## src/rtl/reg_hilo_mp_pkg.sv

```systemverilog
// Shared constants for the HI/LO special register slice.
package reg_hilo_mp_pkg;

    localparam logic        RstEnable   = 1'b1;
    localparam logic [31:0] Zero32      = 32'h0000_0000;
    localparam int          HILO_DATA_W = 32;
    localparam int          MDU_TAG_W   = 3;

endpackage

```

## src/rtl/hilo_lane_merge.sv

```systemverilog
// Picks the youngest (highest-index) enabled write lane for one HI/LO field.
module hilo_lane_merge #(
    parameter int DATA_W = 32,
    parameter int NUM_WR = 2
) (
    input  logic [NUM_WR-1:0]        en,
    input  logic [NUM_WR*DATA_W-1:0] data,
    output logic                     any_en,
    output logic [DATA_W-1:0]        win_data
);

    // Ascending scan: a later (younger) lane overwrites an earlier one.
    always_comb begin
        any_en   = 1'b0;
        win_data = '0;
        for (int i = 0; i < NUM_WR; i++) begin
            if (en[i]) begin
                any_en   = 1'b1;
                win_data = data[i*DATA_W +: DATA_W];
            end
        end
    end

endmodule

```

## src/rtl/reg_hilo_mp.sv

```systemverilog
// HI/LO special register: multi-lane writes, same-cycle forwarding, one tagged
// outstanding MDU op whose result is suppressed per field by younger MTHI/MTLO.
module reg_hilo_mp
    import reg_hilo_mp_pkg::*;
#(
    parameter int DATA_W = HILO_DATA_W,
    parameter int NUM_WR = 2,
    parameter int TAG_W  = MDU_TAG_W
) (
    input  logic                     clk,
    input  logic                     rst,
    input  logic [NUM_WR-1:0]        wr_hi_en,
    input  logic [NUM_WR-1:0]        wr_lo_en,
    input  logic [NUM_WR*DATA_W-1:0] wr_hi_data,
    input  logic [NUM_WR*DATA_W-1:0] wr_lo_data,
    input  logic                     flush,
    input  logic                     mdu_issue_valid,
    input  logic [TAG_W-1:0]         mdu_issue_tag,
    output logic                     mdu_issue_ready,
    input  logic                     mdu_done_valid,
    input  logic [TAG_W-1:0]         mdu_done_tag,
    input  logic [DATA_W-1:0]        mdu_done_hi,
    input  logic [DATA_W-1:0]        mdu_done_lo,
    output logic [DATA_W-1:0]        hi_o,
    output logic [DATA_W-1:0]        lo_o,
    output logic [DATA_W-1:0]        hi_fwd_o,
    output logic [DATA_W-1:0]        lo_fwd_o,
    output logic                     busy_o
);

    logic [DATA_W-1:0] hi_q, lo_q;
    logic [DATA_W-1:0] hi_next, lo_next;
    logic [DATA_W-1:0] hi_lane, lo_lane;
    logic              hi_any, lo_any;
    logic              busy_q, busy_next;
    logic [TAG_W-1:0]  pend_tag, pend_tag_next;
    logic              kill_hi, kill_lo, kill_hi_next, kill_lo_next;
    logic              in_rst, issue_acc, done_match, hi_wr, lo_wr;

    hilo_lane_merge #(.DATA_W(DATA_W), .NUM_WR(NUM_WR)) u_merge_hi (
        .en       (wr_hi_en),
        .data     (wr_hi_data),
        .any_en   (hi_any),
        .win_data (hi_lane)
    );

    hilo_lane_merge #(.DATA_W(DATA_W), .NUM_WR(NUM_WR)) u_merge_lo (
        .en       (wr_lo_en),
        .data     (wr_lo_data),
        .any_en   (lo_any),
        .win_data (lo_lane)
    );

    // Issue handshake: an op transfers when mdu_issue_valid && mdu_issue_ready
    // (and no flush); valid without ready is dropped, never queued.
    assign in_rst     = (rst == RstEnable);
    assign issue_acc  = mdu_issue_valid && !busy_q && !flush;
    assign done_match = mdu_done_valid && busy_q && (mdu_done_tag == pend_tag) && !flush;
    assign hi_wr      = hi_any && !flush;
    assign lo_wr      = lo_any && !flush;

    always_comb begin
        hi_next       = hi_q;
        lo_next       = lo_q;
        busy_next     = busy_q;
        pend_tag_next = pend_tag;
        kill_hi_next  = kill_hi;
        kill_lo_next  = kill_lo;
        if (in_rst) begin
            hi_next       = '0;
            lo_next       = '0;
            busy_next     = 1'b0;
            pend_tag_next = '0;
            kill_hi_next  = 1'b0;
            kill_lo_next  = 1'b0;
        end else if (flush) begin
            busy_next    = 1'b0;
            kill_hi_next = 1'b0;
            kill_lo_next = 1'b0;
        end else begin
            if (hi_wr) begin
                hi_next = hi_lane;
            end else if (done_match && !kill_hi) begin
                hi_next = mdu_done_hi;
            end
            if (lo_wr) begin
                lo_next = lo_lane;
            end else if (done_match && !kill_lo) begin
                lo_next = mdu_done_lo;
            end
            if (issue_acc) begin
                busy_next     = 1'b1;
                pend_tag_next = mdu_issue_tag;
                kill_hi_next  = 1'b0;
                kill_lo_next  = 1'b0;
            end else if (done_match) begin
                busy_next    = 1'b0;
                kill_hi_next = 1'b0;
                kill_lo_next = 1'b0;
            end else if (busy_q) begin
                // A younger MTHI/MTLO must survive the pending MDU result.
                kill_hi_next = kill_hi || hi_wr;
                kill_lo_next = kill_lo || lo_wr;
            end
        end
    end

    always_ff @(posedge clk) begin
        hi_q     <= hi_next;
        lo_q     <= lo_next;
        busy_q   <= busy_next;
        pend_tag <= pend_tag_next;
        kill_hi  <= kill_hi_next;
        kill_lo  <= kill_lo_next;
    end

    assign hi_o            = hi_q;
    assign lo_o            = lo_q;
    assign hi_fwd_o        = hi_next;
    assign lo_fwd_o        = lo_next;
    assign busy_o          = busy_q;
    assign mdu_issue_ready = !busy_q;

endmodule

```

## config.mk

```make
export PLATFORM = sky130hd
export DESIGN_NAME = reg_hilo_mp
export DESIGN_NICKNAME = d
export VERILOG_FILES = /design/src/rtl/reg_hilo_mp_pkg.sv /design/src/rtl/hilo_lane_merge.sv /design/src/rtl/reg_hilo_mp.sv
export SDC_FILE = /design/constraint.sdc
export NUM_CORES = 1
export LEC_CHECK = 0
export ABC_AREA = 1
export CORE_AREA = 2 2 129 131
export CTS_CLUSTER_SIZE = 12
export DETAILED_ROUTE_END_ITERATION = 10
export DIE_AREA = 0 0 131 133
export PLACE_DENSITY = 0.67
export SETUP_SLACK_MARGIN = 0.2
export SKIP_LAST_GASP = 1
export SLEW_MARGIN = 20
export SYNTH_ARGS = -nofsm -noshare
export SYNTH_HDL_FRONTEND = slang
export SYNTH_SLANG_ARGS = --single-unit
```

## constraint.sdc

```tcl
create_clock -name clk -period 2.6 [get_ports clk]
set_clock_uncertainty 0.1 [all_clocks]
set_input_delay 0.65 -clock clk [delete_from_list [all_inputs] [get_ports clk]]
set_output_delay 0.65 -clock clk [all_outputs]
set_load 0.02 [all_outputs]
```

==> run_results.csv <==
group,metric,value,unit
run_status,outcome,"complete, but fails checks",
run_status,failed_checks,"negative setup slack",
logic_synthesis,fraction_of_the_mapped_netlist_area_in_compound_gates,0.0201,
logic_synthesis,fraction_of_post_synthesis_cell_area_in_the_top_cell_type_by_area,0.330,
timing,min_period_over_period,1.07,
clocking,clk_path_buf_depth,2,
floorplan,dieWidth,131,um
clocking,hold_buf_cts,0,
timing,rsz_0062_raised_after_global_routing,"yes",
clocking,clock-sinks,70,
cells_and_area,finalCoreUtilization,0.661,
global_route,grt_pass1_wl,37000,um
floorplan,row_count,47,
min_path,hold_path.class,"reg -> reg",
worst_setup_path,slowest_delay,0.16,ns
placement,io_buffers,336,
worst_setup_path,worst-path-max-fanout,5,
global_route,grt_overflow,0,
clocking,clock_tree.root_cell,"sky130_fd_sc_hd__clkbuf_16",
timing,post-route-worst-setup-slack,-0.183,ns
timing,fmaxAchievable,0.359,GHz
route,first_pass_iters,4,
worst_setup_path,kind_of_critical_path,"in -> out",
power_and_ir_drop,power_density,395,mW/mm2
logic_synthesis,postSynthRegisterBits,70,
timing,timing.final.crit_period,2.78,ns
worst_setup_path,critical_path.cell_chain,"buf_8 > inv_4 > nand3_4 > nor2_4 > buf_12 > buf_6 > buf_12 > clkbuf_16 > nand4_1 > nand3_1 > nand2_2 > nor2_4 > buf_6",
logic_synthesis,avgSynthCellArea,6.08,um2
cells_and_area,sequential_cell_area,0.00141,mm2
placement,detailed_place.area,0.00876,mm2
run,max_cap_violations,0,
logic_synthesis,synthDominantAreaCellType,"sky130_fd_sc_hd__dfxtp_1",
timing,relSlewSlack,0.789,
logic_synthesis,post_synth_num_cell_types,17,
logic_synthesis,synth_fp_nets,904,
route,initialDrtViolationCount,249,
worst_setup_path,crit_path_start_kind,"input pin",
floorplan,placeableCoreArea,0.0162,mm2
logic_synthesis,post_synth_fa_ha_maj_area_fraction,0,
route,drcViolationCount,0,
worst_setup_path,crit_family,"buffers and inverters",
route,via_count,6663,
timing,whs,0.458,ns
logic_synthesis,dominant_combinational_cell_family_by_area_after_synthesis,"simple AND/OR/NAND/NOR gates",
worst_setup_path,cp_slowest_cell,"sky130_fd_sc_hd__clkbuf_16",
cells_and_area,num-fill-cells,1367,
timing,finalHoldViolations,0,
logic_synthesis,synth_sequential_area_ratio,0.330,
cells_and_area,layout.cells.most_common_list,"sky130_fd_sc_hd__clkdlybuf4s50_1, sky130_fd_sc_hd__nand3_1, sky130_fd_sc_hd__nand2_1",
power_and_ir_drop,leakagePower,4.31,nW
global_route,first_global_vias,6717,
clocking,insertion_delay,0.34,ns
timing,worst-slew-pin-transition,0.316,ns
cells_and_area,postLayoutCellArea,0.0107,mm2
logic_synthesis,synthesis.area,0.00424,mm2
worst_setup_path,critical_path_buf_inv_count,7,
placement,hpwlAfterDp,16300,um
cells_and_area,area_growth,152,%
floorplan,initial_utilization,0.262,
placement,finalWeightedCongestion,0.866,
clocking,cts_tree,"done",
timing,maxSlewViolCount,0,
cells_and_area,final_nets,1281,
route,sum_of_routed_wire_length_over_all_layers,25300,um
worst_setup_path,cp.required,1.85,ns
clocking,maximum_level_of_the_cts_h_tree,3,
cells_and_area,layout.cells.most_common,"sky130_fd_sc_hd__clkdlybuf4s50_1",
floorplan,die_height,133,um
floorplan,top_level_ports,337,
timing,setup_total_negative_slack,-8.15,ns
global_route,antenna_found_initial,3,
logic_synthesis,synthesis.yosys.warnings,0,
logic_synthesis,postSynthCellCount,697,
clocking,numCtsBuffers,9,
floorplan,die-area,0.0174,mm2
global_route,maximum_number_of_pins_on_one_net_before_global_route_repair,34,
worst_setup_path,worst_ep_arrival_time,2.03,ns
logic_synthesis,synthSimpleGateAreaFrac,0.564,
worst_setup_path,critPathCaptureType,"output pin",
route,routed_wire_length_per_instance,19.4,um
cells_and_area,multi_input_area,0.00370,mm2
cells_and_area,final_layout_size_suffix_gt1_frac,0.395,
clocking,clock_slew_at_the_register_clock_pins_of_the_worst_setup_and_hold_paths,0.06,ns
logic_synthesis,synthMuxAreaShare,0,
logic_synthesis,synth_area_leaders,"sky130_fd_sc_hd__dfxtp_1, sky130_fd_sc_hd__nand3_1, sky130_fd_sc_hd__nand2_1",
global_route,track_usage,0.278,
timing,finalSetupViolCount,64,
logic_synthesis,synth_xor_area_frac,0,
route,postRouteAntennaNets,0,
route,detail_route.vias_per_cell,5.12,
power_and_ir_drop,irDropWorstVdd,0.286,mV
-- registers in the layout, summed over array words and instances (netlist names) --
register  flops
lo_o         32
hi_o         32
kill_hi       1
pend_tag      3
busy_o        1
kill_lo       1
-- worst register-to-register path: cells and delay by family (launching register included) --
kind | cells | cell delay, ns
buffers and inverters | 4 | 0.56
DFF | 1 | 0.40
and+or+nand+nor | 7 | 0.60
-- power by group --
part           total, W  internal [W]  switching, W
clock network   0.00123      0.000703      0.000529
logic           0.00176      0.000923      0.000841
registers       0.00122       0.00115     0.0000702
-- layer usage --
| metal | part of all wire | vias up | GRT usage | wire length (um) |
|---|---|---|---|---|
| li1 | - | 3156 | - | - |
| met1 | 0.39 | 3169 | 0.319 | 9760 |
| met2 | 0.50 | 285 | 0.479 | 12600 |
| met3 | 0.085 | 53 | 0.0740 | 2160 |
| met4 | 0.031 | 0 | 0.122 | 781 |
| met5 | 0 | - | 0 | 0 |
-- cell usage after synthesis, drive strengths merged --
cell type / n
clkinv: 2
nor2: 68
nand2: 203
buf: 27
dfxtp: 70
o21ai: 5
nand4: 65
inv: 15
a211oi: 1
clkbuf: 40
nand3: 192
a21oi: 9
-- final cells by class --
type	count	share of cell area
sequential	70	0.131
timing repair buffer	433	0.462
clock buffer	12	0.0240
tap	220	0.0258
inverter	17	0.00644
antenna	3	0.000702
clock inverter	4	0.00281
multi-input combinational	543	0.346
-- worst paths after layout --
check	from	end	slack, ns	depth (start not counted)
worst max-delay path	flush	lo_fwd_o[0]	-0.18	13
worst max register to register	busy_o	lo_o[29]	0.83	11
worst min-delay path	pend_tag[1]	pend_tag[1]	0.46	3
worst min register to register	pend_tag[1]	pend_tag[1]	0.46	3
-- logic make-up after synthesis --
logic type	count (synthesis)
flip-flops	70
AO/OA/AOI/OAI	15
buffers and inverters	84
AND/OR/NAND/NOR	528
-- per-stage QoR --
step                power, W  worst slack (ns)  instances
floorplan            0.00190             0.212        697
global placement     0.00272            -0.980       1241
detailed placement   0.00273            -0.964       1241
CTS                  0.00419            -0.180       1295
global route         0.00440            -0.255       1302
finish               0.00422            -0.183       1302
-- what timing repair did --
action	4_1_cts	5_1_grt
pin swaps	57	59
cloned	15	3
setup endpoints to repair	64	64
setup buffers	23	1
resized for setup	578	77
Power figures use the tool's default switching activity.
